==> src/rtl/isolator_deserializer.sv <==
// Receive end of the isolator serial link: synchronizes a 74165-style MSB-first
// stream into clk and presents each recovered word on a valid/ready port.
//
// state | meaning
// ------+-------------------------------------------------------------
// IDLE  | waiting for a load strobe; link clock edges are ignored
// LOAD  | transmitter is parallel-loading; bit counter held at zero
// SHIFT | capturing one bit per link clock rise until the word is full

module isolator_deserializer #(
    parameter int WIDTH       = 8,
    parameter int SYNC_STAGES = 2
) (
    input  logic             clk,
    input  logic             reset,
    input  logic             ser_clk,
    input  logic             ser_data,
    input  logic             ser_latch,
    output logic [WIDTH-1:0] par_data,
    output logic             par_valid,
    input  logic             par_ready,
    output logic             overrun,
    output logic             frame_err,
    input  logic             clear_flags
);

    localparam int CW = $clog2(WIDTH) + 1;
    localparam logic [CW-1:0] LAST_BIT = CW'(WIDTH - 1);

    typedef enum logic [1:0] {
        IDLE  = 2'd0,
        LOAD  = 2'd1,
        SHIFT = 2'd2
    } state_t;

    logic [SYNC_STAGES-1:0] sclk_sync;
    logic [SYNC_STAGES-1:0] sdat_sync;
    logic [SYNC_STAGES-1:0] slat_sync;
    logic                   sclk_s;
    logic                   sdat_s;
    logic                   slat_s;
    logic                   sclk_prev;
    logic                   sdat_d;
    logic                   rise;

    state_t                 state;
    state_t                 state_next;
    logic [CW-1:0]          count;
    logic [CW-1:0]          count_next;
    logic [WIDTH-1:0]       shreg;
    logic                   shift_en;
    logic                   word_last;
    logic                   word_done;
    logic                   frame_abort;
    logic                   accept;
    logic                   can_load;

    // latch synchronizer idles high so reset never looks like a load strobe
    always_ff @(posedge clk or posedge reset) begin
        if (reset) begin
            sclk_sync <= '0;
            sdat_sync <= '0;
            slat_sync <= '1;
            sclk_prev <= 1'b0;
            sdat_d    <= 1'b0;
        end else begin
            sclk_sync <= {sclk_sync[SYNC_STAGES-2:0], ser_clk};
            sdat_sync <= {sdat_sync[SYNC_STAGES-2:0], ser_data};
            slat_sync <= {slat_sync[SYNC_STAGES-2:0], ser_latch};
            sclk_prev <= sclk_s;
            sdat_d    <= sdat_s;
        end
    end

    assign sclk_s = sclk_sync[SYNC_STAGES-1];
    assign sdat_s = sdat_sync[SYNC_STAGES-1];
    assign slat_s = slat_sync[SYNC_STAGES-1];
    assign rise   = sclk_s & ~sclk_prev;

    always_ff @(posedge clk or posedge reset) begin
        if (reset) begin
            state     <= IDLE;
            count     <= '0;
            shreg     <= '0;
            word_done <= 1'b0;
        end else begin
            state     <= state_next;
            count     <= count_next;
            word_done <= word_last;
            if (shift_en) begin
                shreg <= {shreg[WIDTH-2:0], sdat_d};
            end
        end
    end

    // load strobe wins over any edge arriving in the same cycle
    always_comb begin
        state_next  = state;
        count_next  = count;
        shift_en    = 1'b0;
        word_last   = 1'b0;
        frame_abort = 1'b0;
        if (!slat_s) begin
            state_next = LOAD;
            count_next = '0;
            if ((state == SHIFT) && (count != '0)) begin
                frame_abort = 1'b1;
            end
        end else begin
            case (state)
                IDLE: begin
                    state_next = IDLE;
                end
                LOAD: begin
                    state_next = SHIFT;
                    count_next = '0;
                end
                SHIFT: begin
                    if (rise) begin
                        shift_en = 1'b1;
                        if (count == LAST_BIT) begin
                            word_last  = 1'b1;
                            count_next = '0;
                            state_next = IDLE;
                        end else begin
                            count_next = count + 1'b1;
                        end
                    end
                end
                default: begin
                    state_next = IDLE;
                    count_next = '0;
                end
            endcase
        end
    end

    assign accept   = par_valid & par_ready;
    assign can_load = ~par_valid | par_ready;

    always_ff @(posedge clk or posedge reset) begin
        if (reset) begin
            par_data  <= '0;
            par_valid <= 1'b0;
        end else if (word_done && can_load) begin
            par_data  <= shreg;
            par_valid <= 1'b1;
        end else if (accept) begin
            par_valid <= 1'b0;
        end
    end

    // a set event in the same cycle as clear_flags keeps the flag high
    always_ff @(posedge clk or posedge reset) begin
        if (reset) begin
            overrun   <= 1'b0;
            frame_err <= 1'b0;
        end else begin
            if (word_done && !can_load) begin
                overrun <= 1'b1;
            end else if (clear_flags) begin
                overrun <= 1'b0;
            end
            if (frame_abort) begin
                frame_err <= 1'b1;
            end else if (clear_flags) begin
                frame_err <= 1'b0;
            end
        end
    end

endmodule

==> config.mk <==
export PLATFORM = sky130hd
export DESIGN_NAME = isolator_deserializer
export DESIGN_NICKNAME = d
export VERILOG_FILES = /design/src/rtl/isolator_deserializer.sv
export SDC_FILE = /design/constraint.sdc
export NUM_CORES = 1
export LEC_CHECK = 0
export ABC_AREA = 0
export CORE_MARGIN = 3
export CORE_UTILIZATION = 42
export DETAILED_ROUTE_END_ITERATION = 6
export SYNTH_ARGS = -nofsm -noshare
export SYNTH_HDL_FRONTEND = slang
export SYNTH_SLANG_ARGS = --single-unit
==> constraint.sdc <==
create_clock -name clk -period 3.3 [get_ports clk]
set_clock_uncertainty 0.2 [all_clocks]
set_input_delay 0.825 -clock clk [delete_from_list [all_inputs] [get_ports clk]]
set_output_delay 0.825 -clock clk [all_outputs]
set_load 0.02 [all_outputs]
Word-level counts from Yosys, hierarchy flattened
Index checks and enable logic that the tools add are counted.
Storage, ports and cells
  bits in latches: 0
  bits in writable memories: 0
  bits in read-only memories: 0
  input port bits: 7
  memories: 0
  register bits after elaboration: 34
Operators by class
  shift operators: 0
  bitwise logic cells: 5
  divide/modulo/power cells: 0
  order comparisons: 0
  equality and inequality tests: 6
  multiplexer cells: 22
  reductions and logical operators: 11
  multiply operators: 0
  $add $sub $neg: 1
Operators by type and width (number)
  $mux W1: 14
  $mux W4: 3
  $pmux W4 S2: 1
  $mux W2: 3
  $reduce_bool A2 Y1: 3
  $add A4 B1 Y4 const B: 1
  $eq A4 B3 Y1 const B: 1
  $pmux W2 S2: 1
  $reduce_and A2 Y1: 2
  $reduce_bool A4 Y1: 1
  $logic_and A1 B1 Y1: 3
  $ne A3 B2 Y1 const B: 1
  $ne A3 B3 Y1 const B: 1
  $and A1 B1 Y1: 2
  $eq A2 B1 Y1 const B: 1
  $eq A2 B2 Y1 const B: 1
  $logic_not A2 Y1: 1
  $ne A2 B2 Y1 const B: 1
  $not A1 Y1: 2
  $logic_not A1 Y1: 1
  $or A1 B1 Y1: 1

Longest topological paths before layout
Gate-level depths: netlist of run 1.
  depth in word-level cells: 5
  gate-level depth with buffers: 4
  gate-level depth less buffers: 4

Worst setup path after synthesis of run 1
OpenSTA, ideal clock, no wires.
  path kind: input-to-reg
  start point: in par_ready
  end point: reg par_data[0]
  buffers on the path: 0
  arrival: 1.549 ns
  cell stages on the path: 3
  data required time: 2.975 ns
  library setup time: 0.125 ns
  slack: 1.426 ns
  cell sequence: nand2b_1 nand2_1 mux2_2
Between the ends
  longest elaborated chain between the ends: 2
RTL lines
  from (decl): RTL line 21  | input logic par_ready,
  $or A1 B1 Y1: RTL line 139  | assign can_load = ~par_valid | par_ready;
  $logic_and A1 B1 Y1: RTL line 145  | end else if (word_done && can_load) begin
  to (signal assigned): RTL line 146  | par_data <= shreg;
  to (decl): RTL line 19  | output logic [WIDTH-1:0] par_data,
Every way passes these cells.
A chain may end at the register's enable or synchronous reset.

Worst setup path in the final report of run 1
  start point: reg par_data[0]
  end point: out par_data[0]
No word-level cell between the ends.

==> results of run 1 <==
-- how the worst max path moves through the flow --
stage	to	slack, ps	depth (start not counted)
6_report	par_data[0]	970	1
5_1_grt	par_data[0]	870	1
4_1_cts	par_data[0]	940	1
3_5_place_dp	par_data[3]	910	4
3_3_place_gp	par_data[3]	920	4
2_1_floorplan	par_data[0]	1430	3
-- registers in the layout, summed over array words and instances (netlist names) --
name,flops
count,4
frame_err,1
overrun,1
par_data,8
par_valid,1
sclk_prev,1
sclk_sync,2
sdat_d,1
sdat_sync,2
shreg,8
slat_sync,2
state,2
word_done,1
-- kinds of logic (layout without fill, tap and decap cells) --
group / Yosys count / in the layout
DFF: 34 / 34
and+or+nand+nor: 25 / 25
muxes: 16 / 16
AOI/OAI and AO/OA: 8 / 8
buffers and inverters: 7 / 32
adders and majority gates: 2 / 2
xor gates and xnor gates: 1 / 1
-- per-stage QoR --
step	hold slack (ps)	instance area, sq um	utilization	instances	worst slack, ps
3_5_place_dp	138.9	1535	0.5337	152	914.7
4_1_cts	163.3	1599	0.5559	160	937.5
2_1_floorplan	131.2	1316	-	93	1426
3_3_place_gp	133.8	1535	0.5337	152	924.1
6_report	161.1	1599	0.5559	160	969.6
5_1_grt	164.0	1599	0.5559	160	865.4
-- synthesized netlist by cell type --
| cell | instances |
|---|---|
| o2bb2ai_1 | 1 |
| and4b_1 | 1 |
| inv_1 | 6 |
| buf_6 | 1 |
| nand2b_1 | 3 |
| nand2_2 | 1 |
| a21o_1 | 1 |
| and2b_1 | 1 |
| nor3b_1 | 1 |
| nand3b_1 | 1 |
| ha_1 | 2 |
| a32o_1 | 1 |
| xor2_1 | 1 |
| and3b_1 | 2 |
| o2111ai_1 | 2 |
| and2_1 | 1 |
| or3b_1 | 1 |
| o31ai_1 | 1 |
| dfstp_2 | 2 |
| mux2_1 | 1 |
| and3_1 | 1 |
| o21ai_0 | 1 |
| a21oi_1 | 1 |
| dfrtp_1 | 32 |
| mux2_2 | 15 |
| nor3_1 | 1 |
| nand3_1 | 1 |
| nor2b_1 | 2 |
| nand2_1 | 4 |
| nand4b_1 | 1 |
| nor2_1 | 3 |
-- final cells by class --
| type | count | area, sq um | area share |
|---|---|---|---|
| Clock buffer | 6 | 51.30 | 0.03208 |
| Sequential cell | 34 | 853.3 | 0.5336 |
| Timing Repair Buffer | 18 | 177.7 | 0.1111 |
| Clock inverter | 2 | 12.51 | 0.007825 |
| Tap cell | 42 | 52.55 | 0.03286 |
| Inverter | 6 | 22.52 | 0.01408 |
| Multi-Input combinational cell | 52 | 429.2 | 0.2684 |
-- layer usage --
| metal | track usage | vias to the layer above | share of wire |
|---|---|---|---|
| li1 | - | 376 | - |
| met1 | 0.1744 | 389 | 0.47 |
| met2 | 0.1908 | 20 | 0.45 |
| met3 | 0.07438 | 6 | 0.055 |
| met4 | 0.06364 | 0 | 0.020 |
| met5 | 0 | - | 0 |
-- power by group --
| part | switching [mW] | total [mW] | internal, mW |
|---|---|---|---|
| Clock | 0.134 | 0.236 | 0.102 |
| Combinational | 0.0174 | 0.0341 | 0.0167 |
| Sequential | 0.00987 | 0.441 | 0.431 |
| Total | 0.161 | 0.711 | 0.550 |
==> impl_metrics.yaml, run 1 <==
outcome:
  status: "completed"
synthesis:
  synthAdderAreaFrac: 0.01901
  yosysWarnings: 0
  synth_top_family_by_area: "multiplexers"
  synth.area.top_cells: "dfrtp_1, mux2_2, dfstp_2"
  synth_cells: 93
  synth-compound-area-share: 0.04658
  synth_top_area_share: 0.6084
  ys_types: 31
  synthesis.nets: 102
  yosysSeqAreaShare: 0.6483
  synth_xor_area_frac: 0.006654
  syn_avg_cell_area_sq_um: 14.15
  synthSimpleGateAreaFrac: 0.1169
  ys_ff_latch: 34
  yosysTopAreaCell: "dfrtp_1"
  synth_area_sq_um: 1316
  synth_mux_area_frac: 0.1369
detailed_routing:
  num_vias: 791
  finalWirelength_um: 2050
  post_drt_wl_per_cell_um: 12.81
  final_antenna_net_count: 0
  drc: 0
  dr.pass1.iters: 4
  viasPerCell: 4.944
  drtIter0Drc: 20
critical_path:
  path_class: "reg2out"
  path_delay_family: "buffers and inverters"
  start_kind: "flip-flop"
  startpoint: "par_data[0]"
  path_max_fanout: 2
  r2r_start: "slat_sync[1]"
  arrival_ps: 1310
  reg2reg_to: "shreg[6]"
  cp_slowest_cell: "clkdlybuf4s50_1"
  cp_data_required_time_ps: 2270
  cp.buffers_inverters: 1
  r2r_slack_ps: 1630
  cp_cell_sequence: "clkdlybuf4s50_1"
  cp-end-kind: "output port"
  reg2regPathDepth: 3
  cp_slowest_stage_delay_ps: 610
hold_path:
  hold_end: "sclk_sync[1]"
  hp-class: "reg2reg"
  min_path_cells: 0
  hp-start: "sclk_sync[0]"
die:
  die_y_um: 61.98
  core-area_sq_um: 2877
  die_w_um: 61.98
  initial_core_util: 0.4576
  rows: 19
  ios: 18
  die_area_sq_um: 3842
clock_tree:
  clkTransAtPathRegs_ps: 100
  ctsHoldBuffers: 0
  clkLatencyLatePin_ps: 330
  htreeDepth: 2
  postCtsSetupBuffers: 0
  cts_resized: 0
  numCtsBuffers: 5
  cts_buffer_depth: 2
  cts-root-buf: "clkbuf_4"
  cts_sinks: 34
  cts_tree: "yes"
cells_and_area:
  final_cell_mix: "dfrtp_1, clkdlybuf4s50_1, mux2_2"
  layout-drive-gt1-share: 0.2288
  fillers: 252
  final_common_cell: "dfrtp_1"
  final_nets: 126
  diodes: 0
  area_growth_pct: 21.48
sta:
  fin_setup_tns_ps: 0
  worst_slew_pin_slew_ps: 409.9
  rsz0062_at_grt: "false"
  max_freq_mhz: 429.1
  fin_crit_ps: 2330
  hold_viol: 0
  setup_viol: 0
  fin_crit_sh: 0.7062
  drv_slew: 0
  slew_headroom: 0.7267
place:
  place.gp.congestion: 0.6767
  dpl.hpwl_um: 1415
  io_buffers: 17
global_route:
  grt_antenna_before_repair: 0
  grt_pass1_wl_um: 3601
  grt_start_max_net_pins: 35
  grt_pass1_vias: 796
  grt_remaining_overflow: 0
  track_usage: 0.1372
power_and_ir_drop:
  ir_drop_mv: 0.2947
  p_per_area_nw_per_um2: 444.9
  leakage_nw: 0.7776
  finalPower_mw: 0.7115
flow_run:
  maxCapViolCount: 0
Power figures use the tool's default switching activity.
==> run 2: changes to the inputs <==
==> constraint.sdc (replaced) <==
create_clock -name clk -period 2.2 [get_ports clk]
set_clock_uncertainty 0.2 [all_clocks]
set_input_delay 0.55 -clock clk [delete_from_list [all_inputs] [get_ports clk]]
set_output_delay 0.55 -clock clk [all_outputs]
set_load 0.02 [all_outputs]
==> run 2 against run 1 <==
Worst hold slack about the same. Cell count did not move. Global-route usage shrank 0.30 points. Utilization did not move. Largest power group unchanged. Critical endpoint unchanged.
==> impl_metrics.yaml, run 2 (same netlist as run 1, synthesis figures left out) <==
critical_path:
  cp_slowest_stage_delay_ps: 610
  path_class: "reg2out"
  cp.buffers_inverters: 1
  r2r_slack_ps: 530
  arrival_ps: 1310
  path_delay_family: "buffers and inverters"
  cp_slowest_cell: "clkdlybuf4s50_1"
  start_kind: "flip-flop"
  cp-end-kind: "output port"
  path_max_fanout: 2
  cp_data_required_time_ps: 1450
  cp_cell_sequence: "clkdlybuf4s50_1"
die:
  rows: 19
  core-area_sq_um: 2877
  die_w_um: 61.98
  ios: 18
  die_area_sq_um: 3842
  die_y_um: 61.98
  initial_core_util: 0.4576
clock_tree:
  cts_resized: 0
  cts-root-buf: "clkbuf_4"
  ctsHoldBuffers: 0
  clkTransAtPathRegs_ps: 100
  htreeDepth: 2
  numCtsBuffers: 5
  cts_sinks: 34
  cts_buffer_depth: 2
  clkLatencyLatePin_ps: 330
  postCtsSetupBuffers: 0
  cts_tree: "yes"
sta:
  fin_crit_sh: 0.9374
  fin_setup_tns_ps: 0
  worst_slew_pin_slew_ps: 410.7
  fin_ws_ps: 137.7
  fin_crit_ps: 2062
  hold_viol: 0
  rsz0062_at_grt: "false"
  setup_viol: 0
  drv_slew: 0
  slew_headroom: 0.7262
  max_freq_mhz: 484.9
global_route:
  grt_pass1_wl_um: 3505
  track_usage: 0.1342
  top_usage_layer: "met2"
  grt_antenna_before_repair: 0
  grt_util_met2: 0.1849
  met3_usage: 0.07438
  grt_start_max_net_pins: 35
  grt_remaining_overflow: 0
  grt_pass1_vias: 777
  grt.met1_usage: 0.1707
flow_run:
  maxCapViolCount: 0
power_and_ir_drop:
  ir_drop_mv: 0.4349
  leakage_nw: 0.7776
  p_per_area_nw_per_um2: 665.9
cells_and_area:
  final_nets: 126
  fillers: 250
  area_growth_pct: 21.48
  top_regs: "par_data x8, shreg x8, count x4"
  diodes: 0
  layout-drive-gt1-share: 0.2288
  final_cell_mix: "dfrtp_1, clkdlybuf4s50_1, mux2_2"
  final_cell_area_sq_um: 1599
  final_common_cell: "dfrtp_1"
detailed_routing:
  final_antenna_net_count: 0
  post_drt_wl_per_cell_um: 12.39
  drtIter0Drc: 19
  drc: 0
  viasPerCell: 4.913
  num_vias: 786
  finalWirelength_um: 1982
  dr.pass1.iters: 2
place:
  io_buffers: 17
  dpl-instance-area_sq_um: 1535
  dp_slack_ps: 89.67
  dpl.hpwl_um: 1412
  place.gp.congestion: 0.6767
hold_path:
  hp-class: "reg2reg"
outcome:
  status: "completed"
run 2: cell counts in the layout (fill, tap and decap cells not counted):
Identical to the previous run, type by type.
run 2: power breakdown:
| part | total (mW) | switching [mW] | internal (mW) |
|---|---|---|---|
| Sequential | 0.660 | 0.0137 | 0.647 |
| Combinational | 0.0508 | 0.0258 | 0.0250 |
| Clock | 0.354 | 0.200 | 0.154 |
| Total | 1.06 | 0.240 | 0.825 |
run 2: area by class of cell:
| class | count | area, sq um | area share |
|---|---|---|---|
| Tap cell | 42 | 52.55 | 0.03286 |
| Clock inverter | 2 | 12.51 | 0.007825 |
| Multi-Input combinational cell | 52 | 429.2 | 0.2684 |
| Inverter | 6 | 22.52 | 0.01408 |
| Clock buffer | 6 | 51.30 | 0.03208 |
| Timing Repair Buffer | 18 | 177.7 | 0.1111 |
| Sequential cell | 34 | 853.3 | 0.5336 |
run 2: final timing paths:
| check | start | end | depth (start not counted) |
|---|---|---|---|
| max | par_data[0] | par_data[0] | 1 |
| min | sclk_sync[0] | sclk_sync[1] | 0 |
| max reg2reg | slat_sync[1] | shreg[0] | 3 |
| min reg2reg | sclk_sync[0] | sclk_sync[1] | 0 |
| max in group asynchronous | reset | slat_sync[1] | 3 |
| min in group asynchronous | reset | par_data[4] | 3 |
run 2: metal layers:
layer / routed length [um] / vias up / share of wire
met2: 886 / 18 / 0.45
li1: - / 379 / -
met5: 0 / - / 0
met4: 42 / 0 / 0.021
met1: 939 / 383 / 0.47
met3: 112 / 6 / 0.057
run 2: through the flow:
| stage | power [mW] | std cells | utilization | hold slack (ps) |
|---|---|---|---|---|
| detailed placement | 0.7254 | 152 | 0.5337 | 138.9 |
| floorplan | 0.7024 | 93 | - | 131.2 |
| global placement | 0.7243 | 152 | 0.5337 | 133.8 |
| finish | 1.065 | 160 | 0.5559 | 161.0 |
| CTS | 1.085 | 160 | 0.5559 | 163.3 |
| global route | 1.125 | 160 | 0.5559 | 170.1 |
